`src/rtl/filter_pkg.sv`:
```
// Shared types, constants and helpers for the time-multiplexed deglitch engine.
package filter_pkg;

    localparam int SYNC_STAGES  = 2;
    localparam int MAX_CHANNELS = 16;
    localparam int MAX_STAGES   = 16;
    localparam int DEPTH_ARG_W  = 5;

    typedef enum logic [0:0] {
        IDLE = 1'b0,
        SCAN = 1'b1
    } scanState_t;

    // Agreement mask: the low 'depth' bits set, everything above cleared.
    function automatic logic [MAX_STAGES-1:0] depthMask(input logic [DEPTH_ARG_W-1:0] depth);
        logic [MAX_STAGES-1:0] mask;
        mask = {MAX_STAGES{1'b0}};
        for (int i = 0; i < MAX_STAGES; i++) begin
            mask[i] = (i < int'(depth)) ? 1'b1 : 1'b0;
        end
        return mask;
    endfunction

endpackage

```
`src/rtl/filter_sched_if.sv`:
```
// Control/status bundle between the mode logic (master) and the deglitch engine (slave).
interface filter_sched_if #(
    parameter int CHANNELS   = 4,
    parameter int STAGES     = 8,
    parameter int PRESCALE_W = 8
);

    logic                             EnableIn;
    logic [PRESCALE_W-1:0]            PrescaleIn;
    logic [$clog2(STAGES + 1)-1:0]    DepthIn;
    logic [CHANNELS-1:0]              SignalIn;
    logic [CHANNELS-1:0]              SignalOut;
    logic [CHANNELS-1:0]              EdgeOut;
    logic                             OverrunOut;

    modport master (
        output EnableIn, PrescaleIn, DepthIn, SignalIn,
        input  SignalOut, EdgeOut, OverrunOut
    );

    modport slave (
        input  EnableIn, PrescaleIn, DepthIn, SignalIn,
        output SignalOut, EdgeOut, OverrunOut
    );

endinterface

```
`src/rtl/filter_prescaler.sv`:
```
// Sample-tick generator: one-cycle registered tick every PrescaleIn+1 enabled cycles.
module filter_prescaler #(
    parameter int PRESCALE_W = 8
) (
    input  logic                  ClkIn,
    input  logic                  nRstIn,
    input  logic                  EnableIn,
    input  logic [PRESCALE_W-1:0] PrescaleIn,
    output logic                  TickOut
);

    logic [PRESCALE_W-1:0] count_r;
    logic                  tick_r;

    // Count while enabled; >= compare so a lowered period never runs past terminal count.
    always_ff @(posedge ClkIn) begin
        if (!nRstIn) begin
            count_r <= {PRESCALE_W{1'b0}};
            tick_r  <= 1'b0;
        end else if (!EnableIn) begin
            count_r <= {PRESCALE_W{1'b0}};
            tick_r  <= 1'b0;
        end else if (count_r >= PrescaleIn) begin
            count_r <= {PRESCALE_W{1'b0}};
            tick_r  <= 1'b1;
        end else begin
            count_r <= count_r + {{(PRESCALE_W-1){1'b0}}, 1'b1};
            tick_r  <= 1'b0;
        end
    end

    assign TickOut = tick_r;

endmodule

```
`src/rtl/filter_sched.sv`:
```
// Time-multiplexed deglitch engine: one shared evaluator walks all channels per tick.
module filter_sched
    import filter_pkg::*;
#(
    parameter int CHANNELS   = 4,
    parameter int STAGES     = 8,
    parameter int PRESCALE_W = 8
) (
    input  logic           ClkIn,
    input  logic           nRstIn,
    filter_sched_if.slave  bus
);

    localparam int DEPTH_W = $clog2(STAGES + 1);
    localparam int CHAN_W  = (CHANNELS > 1) ? $clog2(CHANNELS) : 1;
    localparam logic [CHAN_W-1:0]  LAST_CHAN  = CHAN_W'(CHANNELS - 1);
    localparam logic [DEPTH_W-1:0] FULL_DEPTH = DEPTH_W'(STAGES);

    logic [CHANNELS-1:0]   sync_r [SYNC_STAGES];
    logic [STAGES-1:0]     history_r [CHANNELS];
    logic [CHANNELS-1:0]   signal_r;
    logic [CHANNELS-1:0]   edge_r;
    logic                  overrun_r;

    scanState_t            state_r, nextState_s;
    logic [CHAN_W-1:0]     chan_r, nextChan_s;
    logic [DEPTH_W-1:0]    depth_r, nextDepth_s, effDepth_s;

    logic                  tick_s;
    logic                  scanActive_s;
    logic                  overrunSet_s;
    logic [STAGES-1:0]     hNext_s;
    logic [MAX_STAGES-1:0] hWide_s;
    logic [MAX_STAGES-1:0] mask_s;
    logic [MAX_STAGES-1:0] hMasked_s;
    logic                  newLevel_s;

    filter_prescaler #(.PRESCALE_W(PRESCALE_W)) prescaler (
        .ClkIn      (ClkIn),
        .nRstIn     (nRstIn),
        .EnableIn   (bus.EnableIn),
        .PrescaleIn (bus.PrescaleIn),
        .TickOut    (tick_s)
    );

    // Two-flop synchronizer chain on the raw pins; runs regardless of EnableIn.
    always_ff @(posedge ClkIn) begin
        if (!nRstIn) begin
            for (int i = 0; i < SYNC_STAGES; i++) sync_r[i] <= {CHANNELS{1'b0}};
        end else begin
            sync_r[0] <= bus.SignalIn;
            for (int i = 1; i < SYNC_STAGES; i++) sync_r[i] <= sync_r[i-1];
        end
    end

    // Out-of-range depth (0 or beyond the history length) means full history.
    always_comb begin
        effDepth_s = FULL_DEPTH;
        if ((bus.DepthIn == {DEPTH_W{1'b0}}) || (bus.DepthIn > FULL_DEPTH)) begin
            effDepth_s = FULL_DEPTH;
        end else begin
            effDepth_s = bus.DepthIn;
        end
    end

    // Sequencer state register.
    always_ff @(posedge ClkIn) begin
        if (!nRstIn) begin
            state_r <= IDLE;
            chan_r  <= {CHAN_W{1'b0}};
            depth_r <= FULL_DEPTH;
        end else begin
            state_r <= nextState_s;
            chan_r  <= nextChan_s;
            depth_r <= nextDepth_s;
        end
    end

    // Sequencer next state: depth is latched once per scan; ticks during a scan are dropped.
    always_comb begin
        nextState_s  = state_r;
        nextChan_s   = chan_r;
        nextDepth_s  = depth_r;
        scanActive_s = 1'b0;
        overrunSet_s = 1'b0;
        if (!bus.EnableIn) begin
            nextState_s = IDLE;
            nextChan_s  = {CHAN_W{1'b0}};
        end else begin
            case (state_r)
                IDLE: begin
                    if (tick_s) begin
                        nextState_s = SCAN;
                        nextChan_s  = {CHAN_W{1'b0}};
                        nextDepth_s = effDepth_s;
                    end else begin
                        nextState_s = IDLE;
                    end
                end
                SCAN: begin
                    scanActive_s = 1'b1;
                    overrunSet_s = tick_s;
                    if (chan_r == LAST_CHAN) begin
                        nextState_s = IDLE;
                        nextChan_s  = {CHAN_W{1'b0}};
                    end else begin
                        nextChan_s  = chan_r + {{(CHAN_W-1){1'b0}}, 1'b1};
                    end
                end
                default: begin
                    nextState_s = IDLE;
                    nextChan_s  = {CHAN_W{1'b0}};
                end
            endcase
        end
    end

    // Shared evaluator for the channel currently selected by the sequencer.
    always_comb begin
        hNext_s   = {history_r[chan_r][STAGES-2:0], sync_r[SYNC_STAGES-1][chan_r]};
        hWide_s   = MAX_STAGES'(hNext_s);
        mask_s    = depthMask(DEPTH_ARG_W'(depth_r));
        hMasked_s = hWide_s & mask_s;
        if (hMasked_s == mask_s) begin
            newLevel_s = 1'b1;
        end else if (hMasked_s == {MAX_STAGES{1'b0}}) begin
            newLevel_s = 1'b0;
        end else begin
            newLevel_s = signal_r[chan_r];
        end
    end

    // History, filtered level, edge pulse and sticky overrun updates.
    always_ff @(posedge ClkIn) begin
        if (!nRstIn) begin
            for (int k = 0; k < CHANNELS; k++) history_r[k] <= {STAGES{1'b0}};
            signal_r  <= {CHANNELS{1'b0}};
            edge_r    <= {CHANNELS{1'b0}};
            overrun_r <= 1'b0;
        end else begin
            edge_r <= {CHANNELS{1'b0}};
            if (scanActive_s) begin
                history_r[chan_r] <= hNext_s;
                signal_r[chan_r]  <= newLevel_s;
                edge_r[chan_r]    <= newLevel_s ^ signal_r[chan_r];
            end
            if (overrunSet_s) begin
                overrun_r <= 1'b1;
            end
        end
    end

    assign bus.SignalOut  = signal_r;
    assign bus.EdgeOut    = edge_r;
    assign bus.OverrunOut = overrun_r;

endmodule

```
`src/flat_wrapper.sv`:
```
// flat-port wrapper written by rule: the top's interface ports become plain ports
module filter_sched_flat import filter_pkg::*;
#(
    parameter int CHANNELS   = 4,
    parameter int STAGES     = 8,
    parameter int PRESCALE_W = 8
)
  (ClkIn, nRstIn, bus_EnableIn, bus_PrescaleIn, bus_DepthIn, bus_SignalIn, bus_SignalOut, bus_EdgeOut, bus_OverrunOut);
  filter_sched_if #(.CHANNELS(CHANNELS), .STAGES(STAGES), .PRESCALE_W(PRESCALE_W)) bus_i ();
  input  logic ClkIn;
  input  logic nRstIn;
  input wire logic [$bits(bus_i.EnableIn)-1:0] bus_EnableIn;
  input wire logic [$bits(bus_i.PrescaleIn)-1:0] bus_PrescaleIn;
  input wire logic [$bits(bus_i.DepthIn)-1:0] bus_DepthIn;
  input wire logic [$bits(bus_i.SignalIn)-1:0] bus_SignalIn;
  output wire logic [$bits(bus_i.SignalOut)-1:0] bus_SignalOut;
  output wire logic [$bits(bus_i.EdgeOut)-1:0] bus_EdgeOut;
  output wire logic [$bits(bus_i.OverrunOut)-1:0] bus_OverrunOut;
  assign bus_i.EnableIn = bus_EnableIn;
  assign bus_i.PrescaleIn = bus_PrescaleIn;
  assign bus_i.DepthIn = bus_DepthIn;
  assign bus_i.SignalIn = bus_SignalIn;
  assign bus_SignalOut = bus_i.SignalOut;
  assign bus_EdgeOut = bus_i.EdgeOut;
  assign bus_OverrunOut = bus_i.OverrunOut;
  filter_sched #(.CHANNELS(CHANNELS), .STAGES(STAGES), .PRESCALE_W(PRESCALE_W)) u_core (.ClkIn(ClkIn), .nRstIn(nRstIn), .bus(bus_i));
endmodule
```
`config.mk`:
```
export PLATFORM = sky130hd
export DESIGN_NAME = filter_sched_flat
export DESIGN_NICKNAME = d
export VERILOG_FILES = /design/src/rtl/filter_pkg.sv /design/src/rtl/filter_sched_if.sv /design/src/rtl/filter_prescaler.sv /design/src/rtl/filter_sched.sv /design/src/flat_wrapper.sv
export SDC_FILE = /design/constraint.sdc
export NUM_CORES = 1
export LEC_CHECK = 0
export ABC_AREA = 1
export CORE_ASPECT_RATIO = 0.75
export CORE_UTILIZATION = 35
export CTS_CLUSTER_SIZE = 16
export DETAILED_ROUTE_END_ITERATION = 12
export DONT_BUFFER_PORTS = 1
export PLACE_DENSITY = 0.51
export SYNTH_ARGS = -nofsm -noshare
export SYNTH_HDL_FRONTEND = slang
export SYNTH_SLANG_ARGS = --single-unit
```
`constraint.sdc`:
```
create_clock -name ClkIn -period 4.5 [get_ports ClkIn]
set_input_delay 1.35 -clock ClkIn [delete_from_list [all_inputs] [get_ports ClkIn]]
set_output_delay 1.35 -clock ClkIn [all_outputs]
set_load 0.1 [all_outputs]
```
==> flow_metrics.tcl, run 1 <==
set metrics [dict create \
    hold_class "reg -> reg" \
    synth_top_cell_area_share 0.273 \
    status "completed" \
    antenna_found_initial 0 \
    synth_ff_type "dfxtp_1" \
    setup_viol 0 \
    start_util 0.362 \
    diodes 0 \
    yosysTopAreaCell "edfxtp_1" \
    die_area_um2 9170 \
    critPathKind "reg -> out" \
    synth_area_leaders "edfxtp_1 27%, dfxtp_1 23%, nand2_1 11%" \
    dp_slack_ps 1520 \
    maxSlewViolCount 0 \
    drt-total-wl_um 6810 \
    skew_ps 4.94 \
    slew_headroom 0.222 \
    cts_tree "done" \
    power.leakage_uw 0.00151 \
    max_clock_freq_mhz 376 \
    finalWorstSetupSlack_ps 1840 \
    p_per_area_nw_per_um2 370 \
    grt_usage 0.171 \
    clk_pin_slew_worst_paths_ps 50 \
    avgSynthCellArea_um2 8.34 \
    dr.pass1.iters 4 \
    grt_start_max_net_pins 19 \
    portBuffers 0 \
    drt_first_iter_violations 108 \
    grt_pass1_vias 2281 \
    ant_nets 0 \
    synth_cells 369 \
    vias 2335 \
    coreArea_um2 8490 \
    async_reset_ff_frac 0 \
    total_power_uw 1270 \
    drive_gt1_frac 0.0950 \
    yosysSeqAreaShare 0.501 \
    final.setup.tns_ps 0 \
    start_kind "flop" \
    drc_errors 0 \
    rsz0062_at_grt "no" \
    io_pins 28 \
    grt-ovfl-total 0 \
    tightest_slew_ps 1150 \
    grt_pass1_wl_um 11500 \
    finalCriticalPeriod_ps 2660 \
    final_core_util 0.404 \
    ir_worst_vdd_mv 0.212 \
    wl_per_cell_um 14.0 \
    synth_edf_count 28 \
    crit_fanout 3 \
    clockBufferDepth 2 \
    die_w_um 110 \
    ys_warn_count 0 \
    viasPerCell 4.79 \
    cap_violations 0 \
    clock_sinks 63 \
    ys_ff_latch 63 \
    hold_slack_ps 408 \
    hpwlAfterDp_um 5080 \
    arrival_ps 1310 \
    synth.most_common_cell "nand2_1" \
    die-height_um 83.2 \
    finalHoldViolCount 0 \
    n_fill_cell 909 \
    ys_types 32 \
    fp-row-count 29 \
    synth.net_count 401 \
    netlist_area_um2 3080 \
    h-tree-depth 3 \
    cts_hold_buf 0 \
    crit_path_end_kind "output port" \
    fin_nets 406 \
    postCtsSetupRepairBufs 0 \
    fin_crit_sh 0.591 \
    gp_congestion 0.797 \
    root_buffer "clkbuf_16" \
    synth_common_cells "93 x nand2_1, 49 x inv_1, 45 x nor2_1" \
    ctsResizeCount 0 \
    syn2layout_area_growth_pct 11.5 \
    numCtsBuffers 9 \
    crit_required_ps 3150 \
    insertion_delay_ps 330 \
]
==> layout by cell type (no fill, tap or decap), drive strengths merged, types with 3 or more instances in the layout <==
cell    netlist  final
nand2        99     99
inv          53     53
nor2         49     49
nand3        40     40
dfxtp        35     35
edfxtp       28     28
a21oi        16     16
clkbuf        1     15
ha           13     13
o21ai         7      7
xor2          4      4
o21a          3      3
nand4         3      3
==> sequential cells by signal (all words and copies together) (netlist names), named ones only <==
register                  count
u_core.prescaler.count_r      8
u_core.sync_r                 8
u_core.bus.SignalOut          4
u_core.depth_r                4
u_core.state_r                1
u_core.prescaler.TickOut      1
u_core.history_r             28
u_core.chan_r                 2
u_core.bus.OverrunOut         1
u_core.bus.EdgeOut            4
==> path summary, 6_finish.rpt <==
check | end | start | cells after the start | slack [ps]
worst max-delay path | bus_SignalOut[2] | u_core.bus.SignalOut[2] | 0 | 1840
worst min-delay path | u_core.sync_r[0][6] | u_core.sync_r[0][2] | 2 | 410
worst max register to register | u_core.bus.EdgeOut[3] | flop | 10 | 2320
worst min register to register | u_core.sync_r[0][6] | u_core.sync_r[0][2] | 2 | 410
==> final cells by class <==
cell class / count / area, um^2 / share of cell area
clock inverters: 1 / 5.00 / 0.00146
well taps: 108 / 135 / 0.0394
inverters: 53 / 199 / 0.0580
multi-input cells: 247 / 1290 / 0.377
clock buffers: 15 / 258 / 0.0751
flip-flops and latches: 63 / 1540 / 0.449
==> metal layers <==
metal / up-vias / routed length, um / track usage
met5: - / 0 / 0
met4: 0 / 104 / 0.0646
met3: 9 / 354 / 0.0534
met2: 54 / 2790 / 0.226
met1: 1077 / 3570 / 0.255
li1: 1195 / - / -
==> per-stage QoR <==
step | std cells | instance area, um^2
2_1_floorplan | 369 | 3080
3_3_place_gp | 471 | 3170
3_5_place_dp | 471 | 3170
4_1_cts | 487 | 3430
5_1_grt | 487 | 3430
6_report | 487 | 3430
==> power by group <==
group	total [uW]	internal, uW	switching (uW)
sequential	615	610	4.97
combinational	40.3	12.3	28.0
clock	615	387	227
==> kinds of logic after synthesis <==
family          synth area share
compound gates            0.0626
simple gates               0.288
flops                      0.501
xor+xnor                  0.0171
buf+inv                   0.0785
fa+ha+maj                 0.0529
(Power assumes the default switching activity.)
==> run 2, diff against run 1 <==
--- a/config.mk
+++ b/config.mk
@@ -11,7 +11,7 @@
 export CTS_CLUSTER_SIZE = 16
 export DETAILED_ROUTE_END_ITERATION = 12
 export DONT_BUFFER_PORTS = 1
-export PLACE_DENSITY = 0.51
+export PLACE_DENSITY = 0.53
 export SYNTH_ARGS = -nofsm -noshare
 export SYNTH_HDL_FRONTEND = slang
 export SYNTH_SLANG_ARGS = --single-unit
==> constraint.sdc (replaced) <==
create_clock -name ClkIn -period 2.2 [get_ports ClkIn]
set_input_delay 0.66 -clock ClkIn [delete_from_list [all_inputs] [get_ports ClkIn]]
set_output_delay 0.66 -clock ClkIn [all_outputs]
set_load 0.1 [all_outputs]
==> flow_metrics.tcl, run 2 (synthesis gave the netlist of run 1 again) <==
set metrics [dict create \
    skew_ps 6.60 \
    diodes 0 \
    highest_layer "met4" \
    clock_sinks 63 \
    cts_hold_buf 0 \
    maxSlewViolCount 0 \
    ctsResizeCount 0 \
    drt-total-wl_um 6230 \
    vias 2320 \
    drc_errors 0 \
    drive_gt1_frac 0.142 \
    die_area_um2 9170 \
    hold_class "reg -> reg" \
    arrival_ps 2030 \
    hpwlAfterDp_um 4660 \
    rr_worst_depth 10 \
    final_core_util 0.425 \
    reg2reg_to "u_core.bus.EdgeOut[2]" \
    gp_congestion 0.808 \
    final_cell_mix "93 x nand2_1, 49 x inv_1, 45 x nor2_1" \
    h-tree-depth 3 \
    status "completed" \
    grt_pass1_vias 2284 \
    grt_pass1_wl_um 10700 \
    fin_crit_sh 0.829 \
    crit_required_ps 2400 \
    grt_usage 0.156 \
    tightest_slew_ps 366 \
    finalHoldViolCount 0 \
    regMostFlops "u_core.history_r" \
    slew_headroom 0.755 \
    viasPerCell 4.61 \
    critPathKind "reg -> reg" \
    finalCriticalPeriod_ps 1820 \
    dr_wl_met3_um 277 \
    grt_start_max_net_pins 19 \
    coreArea_um2 8490 \
    portBuffers 0 \
    io_pins 28 \
    fp-row-count 29 \
    root_buffer "clkbuf_16" \
    numCtsBuffers 9 \
    final.setup.tns_ps 0 \
    postCtsSetupRepairBufs 0 \
    drt_first_iter_violations 86 \
    total_power_uw 2780 \
    setup_viol 0 \
    largestRegisters "u_core.history_r x28, u_core.prescaler.count_r x8, u_core.sync_r x8" \
    antenna_found_initial 0 \
    wl_met2_um 2600 \
    crit_fanout 11 \
    die-height_um 83.2 \
    grt-ovfl-total 0 \
    fin_nets 423 \
    cp-endpoint "u_core.bus.EdgeOut[2]" \
    start_util 0.362 \
    die_w_um 110 \
    largest_register_ffs 28 \
    m1WireLength_um 3280 \
    wl_per_cell_um 12.4 \
    ir_worst_vdd_mv 0.485 \
    regToRegSetupSlack_ps 380 \
    crit_path_end_kind "flop" \
    max_clock_freq_mhz 548 \
    ant_nets 0 \
    power.leakage_uw 0.00163 \
    cts_tree "done" \
    syn2layout_area_growth_pct 17.3 \
    insertion_delay_ps 320 \
    clockBufferDepth 2 \
    clk_pin_slew_worst_paths_ps 50 \
    p_per_area_nw_per_um2 769 \
    rsz0062_at_grt "no" \
    cap_violations 0 \
    start_kind "flop" \
    dr.pass1.iters 4 \
    final_common_cell "nand2_1" \
]
## run 2: cell count changes in the layout (fill, tap and decap cells not counted)
cell       delta
clkbuf_16     +2
buf_4        +17
clkinv_2      -1
clkbuf_1      -4
clkbuf_8      +1
inv_4         +1
## run 2: worst min-delay path by stage
stage               slack, ps                  end           startpoint  cells after the start
finish                    410  u_core.sync_r[0][5]  u_core.sync_r[0][1]                      2
global route              410  u_core.sync_r[0][4]               nRstIn                      2
CTS                       410  u_core.sync_r[0][5]  u_core.sync_r[0][1]                      2
detailed placement        400  u_core.sync_r[0][5]  u_core.sync_r[0][1]                      2
global placement          390  u_core.sync_r[0][7]  u_core.sync_r[0][3]                      2
floorplan                 390  u_core.sync_r[0][4]  u_core.sync_r[0][0]                      2
## run 2: per-layer routing
metal | track usage | up-vias
li1 | - | 1229
met1 | 0.217 | 1045
met2 | 0.221 | 42
met3 | 0.0534 | 4
met4 | 0.0574 | 0
met5 | 0 | -
## run 2: report_power, final
group | switching, uW | total (uW) | internal [uW]
Sequential | 8.34 | 1260 | 1250
Combinational | 55.6 | 82.1 | 26.5
Clock | 483 | 1440 | 955
## run 2: critical path, cell delays in order, from the launching register on
cell	delay (ps)
dfxtp_1	420
buf_4	230
nand2_1	60
nand3_1	130
nand2_1	160
nand2_1	90
nand2_1	60
nor2_2	170
nand3_2	170
nand3_2	130
a21oi_1	80
## run 2: stage by stage
stage / worst slack (ps) / cell area [um^2] / hold slack, ps / std cells
global placement: 382 / 3300 / 394 / 488
finish: 377 / 3610 / 407 / 503
detailed placement: 340 / 3300 / 396 / 488
floorplan: 142 / 3080 / 390 / 369
global route: 180 / 3610 / 414 / 503
CTS: 363 / 3610 / 409 / 503
## run 2: final cells by class
type | count | area (um^2)
inverters | 53 | 199
well taps | 108 | 135
fillers | 877 | 4880
repair buffers | 17 | 128
clock buffers | 14 | 307
multi-input cells | 247 | 1290
flip-flops and latches | 63 | 1540
clock inverters | 1 | 6.26
==> run 3, diff against run 2 <==
--- a/config.mk
+++ b/config.mk
@@ -11,7 +11,7 @@
 export CTS_CLUSTER_SIZE = 16
 export DETAILED_ROUTE_END_ITERATION = 12
 export DONT_BUFFER_PORTS = 1
-export PLACE_DENSITY = 0.53
+export PLACE_DENSITY = 0.51
 export SYNTH_ARGS = -nofsm -noshare
 export SYNTH_HDL_FRONTEND = slang
 export SYNTH_SLANG_ARGS = --single-unit
==> constraint.sdc (replaced) <==
create_clock -name ClkIn -period 1.9 [get_ports ClkIn]
set_input_delay 0.57 -clock ClkIn [delete_from_list [all_inputs] [get_ports ClkIn]]
set_output_delay 0.57 -clock ClkIn [all_outputs]
set_load 0.1 [all_outputs]
==> flow_metrics.tcl, run 3 (synthesis gave the netlist of run 1 again) <==
set metrics [dict create \
    status "completed" \
    final_cell_mix "91 x nand2_1, 49 x inv_1, 45 x nor2_1" \
    cts_tree "done" \
    setup_viol 0 \
    grt-ovfl-total 0 \
    viasPerCell 4.64 \
    power.clock.fraction 0.522 \
    tightest_slew_ps 343 \
    final_common_cell "nand2_1" \
    cpMaxStageDelayCell "dfxtp_1" \
    finalHoldViolCount 0 \
    hpwlAfterDp_um 4810 \
    grt_start_max_net_pins 19 \
    wl_per_cell_um 12.7 \
    h-tree-depth 3 \
    drt-total-wl_um 6400 \
    grt_pass1_vias 2243 \
    critPathMaxStageDelay_ps 360 \
    critPathKind "reg -> reg" \
    max_clock_freq_mhz 576 \
    die_w_um 110 \
    syn2layout_area_growth_pct 17.9 \
    hold_slack_ps 333 \
    regMostFlops "u_core.history_r" \
    final.setup.tns_ps 0 \
    die_area_um2 9170 \
    rsz0062_at_grt "no" \
    p_sw_uw 673 \
    fin_nets 424 \
    dpl-instance-area_um2 3310 \
    ir_worst_vdd_mv 0.456 \
    clockBufferDepth 2 \
    postCtsSetupRepairBufs 0 \
    io_pins 28 \
    p_comb_frac 0.030 \
    cap_violations 0 \
    pwr-share-seq 0.448 \
    crit_path_cell_trace "buf_4 > nand2_1 > nand3_1 > nand2_2 > nand2_1 > nand2_1 > nor2_2 > nand3_2 > nand3_2 > a21oi_1" \
    slew_headroom 0.771 \
    p_per_area_nw_per_um2 895 \
    power.leakage_uw 0.00164 \
    skew_ps 6.81 \
    crit_required_ps 2110 \
    finalCriticalPeriod_ps 1730 \
    crit_path_end_kind "flop" \
    clock_sinks 63 \
    antenna_found_initial 0 \
    p_int_uw 2570 \
    ant_nets 0 \
    n_fill_cell 857 \
    final_area_um2 3630 \
    start_util 0.362 \
    fin_crit_sh 0.913 \
    gp_congestion 0.764 \
    finalWorstSetupSlack_ps 165 \
    critical_path_buf_inv_count 1 \
    insertion_delay_ps 330 \
    dr.pass1.iters 5 \
    vias 2344 \
    clk_pin_slew_worst_paths_ps 60 \
    arrival_ps 1940 \
    drive_gt1_frac 0.156 \
    crit_family "simple AND/OR/NAND/NOR gates" \
    drc_errors 0 \
    largestRegisters "u_core.history_r x28, u_core.prescaler.count_r x8, u_core.sync_r x8" \
    die-height_um 83.2 \
    dp_slack_ps 130 \
    start_kind "flop" \
    coreArea_um2 8490 \
    fp-row-count 29 \
    diodes 0 \
    hold_class "in -> reg" \
    p_sw_frac 0.207 \
    largest_register_ffs 28 \
    drt_first_iter_violations 112 \
    grt_usage 0.156 \
    portBuffers 0 \
    numCtsBuffers 9 \
    maxSlewViolCount 0 \
    root_buffer "clkbuf_16" \
    grt_pass1_wl_um 10700 \
    cpMostUsedCell "nand2_1" \
    crit_fanout 14 \
]
run 3: cell count changes in the layout (fill, tap and decap cells not counted), sizes merged:
cell,delta
clkinv,+1
buf,+1
clkbuf,-4
inv,+3
bufinv,+1
run 3: metal layers:
layer,routed length [um],track usage,vias up
met1,3280,0.219,1051
met4,45,0.0502,0
li1,-,-,1235
met2,2690,0.216,53
met3,384,0.0644,5
met5,0,0,-
run 3: worst register-to-register path, cell delays in order, from the launching register on:
cell,delay [ps]
dfxtp_1,360
buf_4,220
nand2_1,70
nand3_1,120
nand2_2,130
nand2_1,80
nand2_1,60
nor2_2,170
nand3_2,170
nand3_2,130
a21oi_1,80
run 3: worst paths after layout:
path	start	cells past startpoint	to	slack, ps
max	flop	10	u_core.bus.EdgeOut[3]	170
min	nRstIn	2	u_core.sync_r[0][7]	330
max reg2reg	flop	10	u_core.bus.EdgeOut[3]	170
min reg2reg	u_core.sync_r[0][3]	2	u_core.sync_r[0][7]	410
run 3: timing repair:
action,in CTS,in global routing
endpoints found under the setup margin,0,1
hold endpoints to repair,0,0
hold buffers,0,0
gates resized for setup,0,1
run 3: through the flow:
stage / util / instances / total power [uW]
2_1_floorplan: - / 369 / 1560
3_3_place_gp: 0.390 / 489 / 1580
3_5_place_dp: 0.390 / 489 / 1580
4_1_cts: 0.427 / 505 / 3290
5_1_grt: 0.427 / 505 / 3360
6_report: 0.427 / 505 / 3250
run 3: cell type report:
| cell class | count | area (um^2) | share of cell area |
|---|---|---|---|
| well taps | 108 | 135 | 0.0372 |
| inverters | 53 | 199 | 0.0548 |
| clock inverters | 6 | 62.6 | 0.0172 |
| clock buffers | 10 | 250 | 0.0690 |
| flip-flops and latches | 63 | 1540 | 0.425 |
| repair buffers | 18 | 135 | 0.0372 |
| multi-input cells | 247 | 1300 | 0.359 |
run 3: power groups by stage:
stage               Combinational, uW  Sequential (uW)  Clock [uW]
floorplan                        79.6             1480           0
global placement                 96.1             1480           0
detailed placement               98.2             1480           0
CTS                              98.8             1450        1740
global route                      114             1460        1800
finish                           97.5             1450        1700
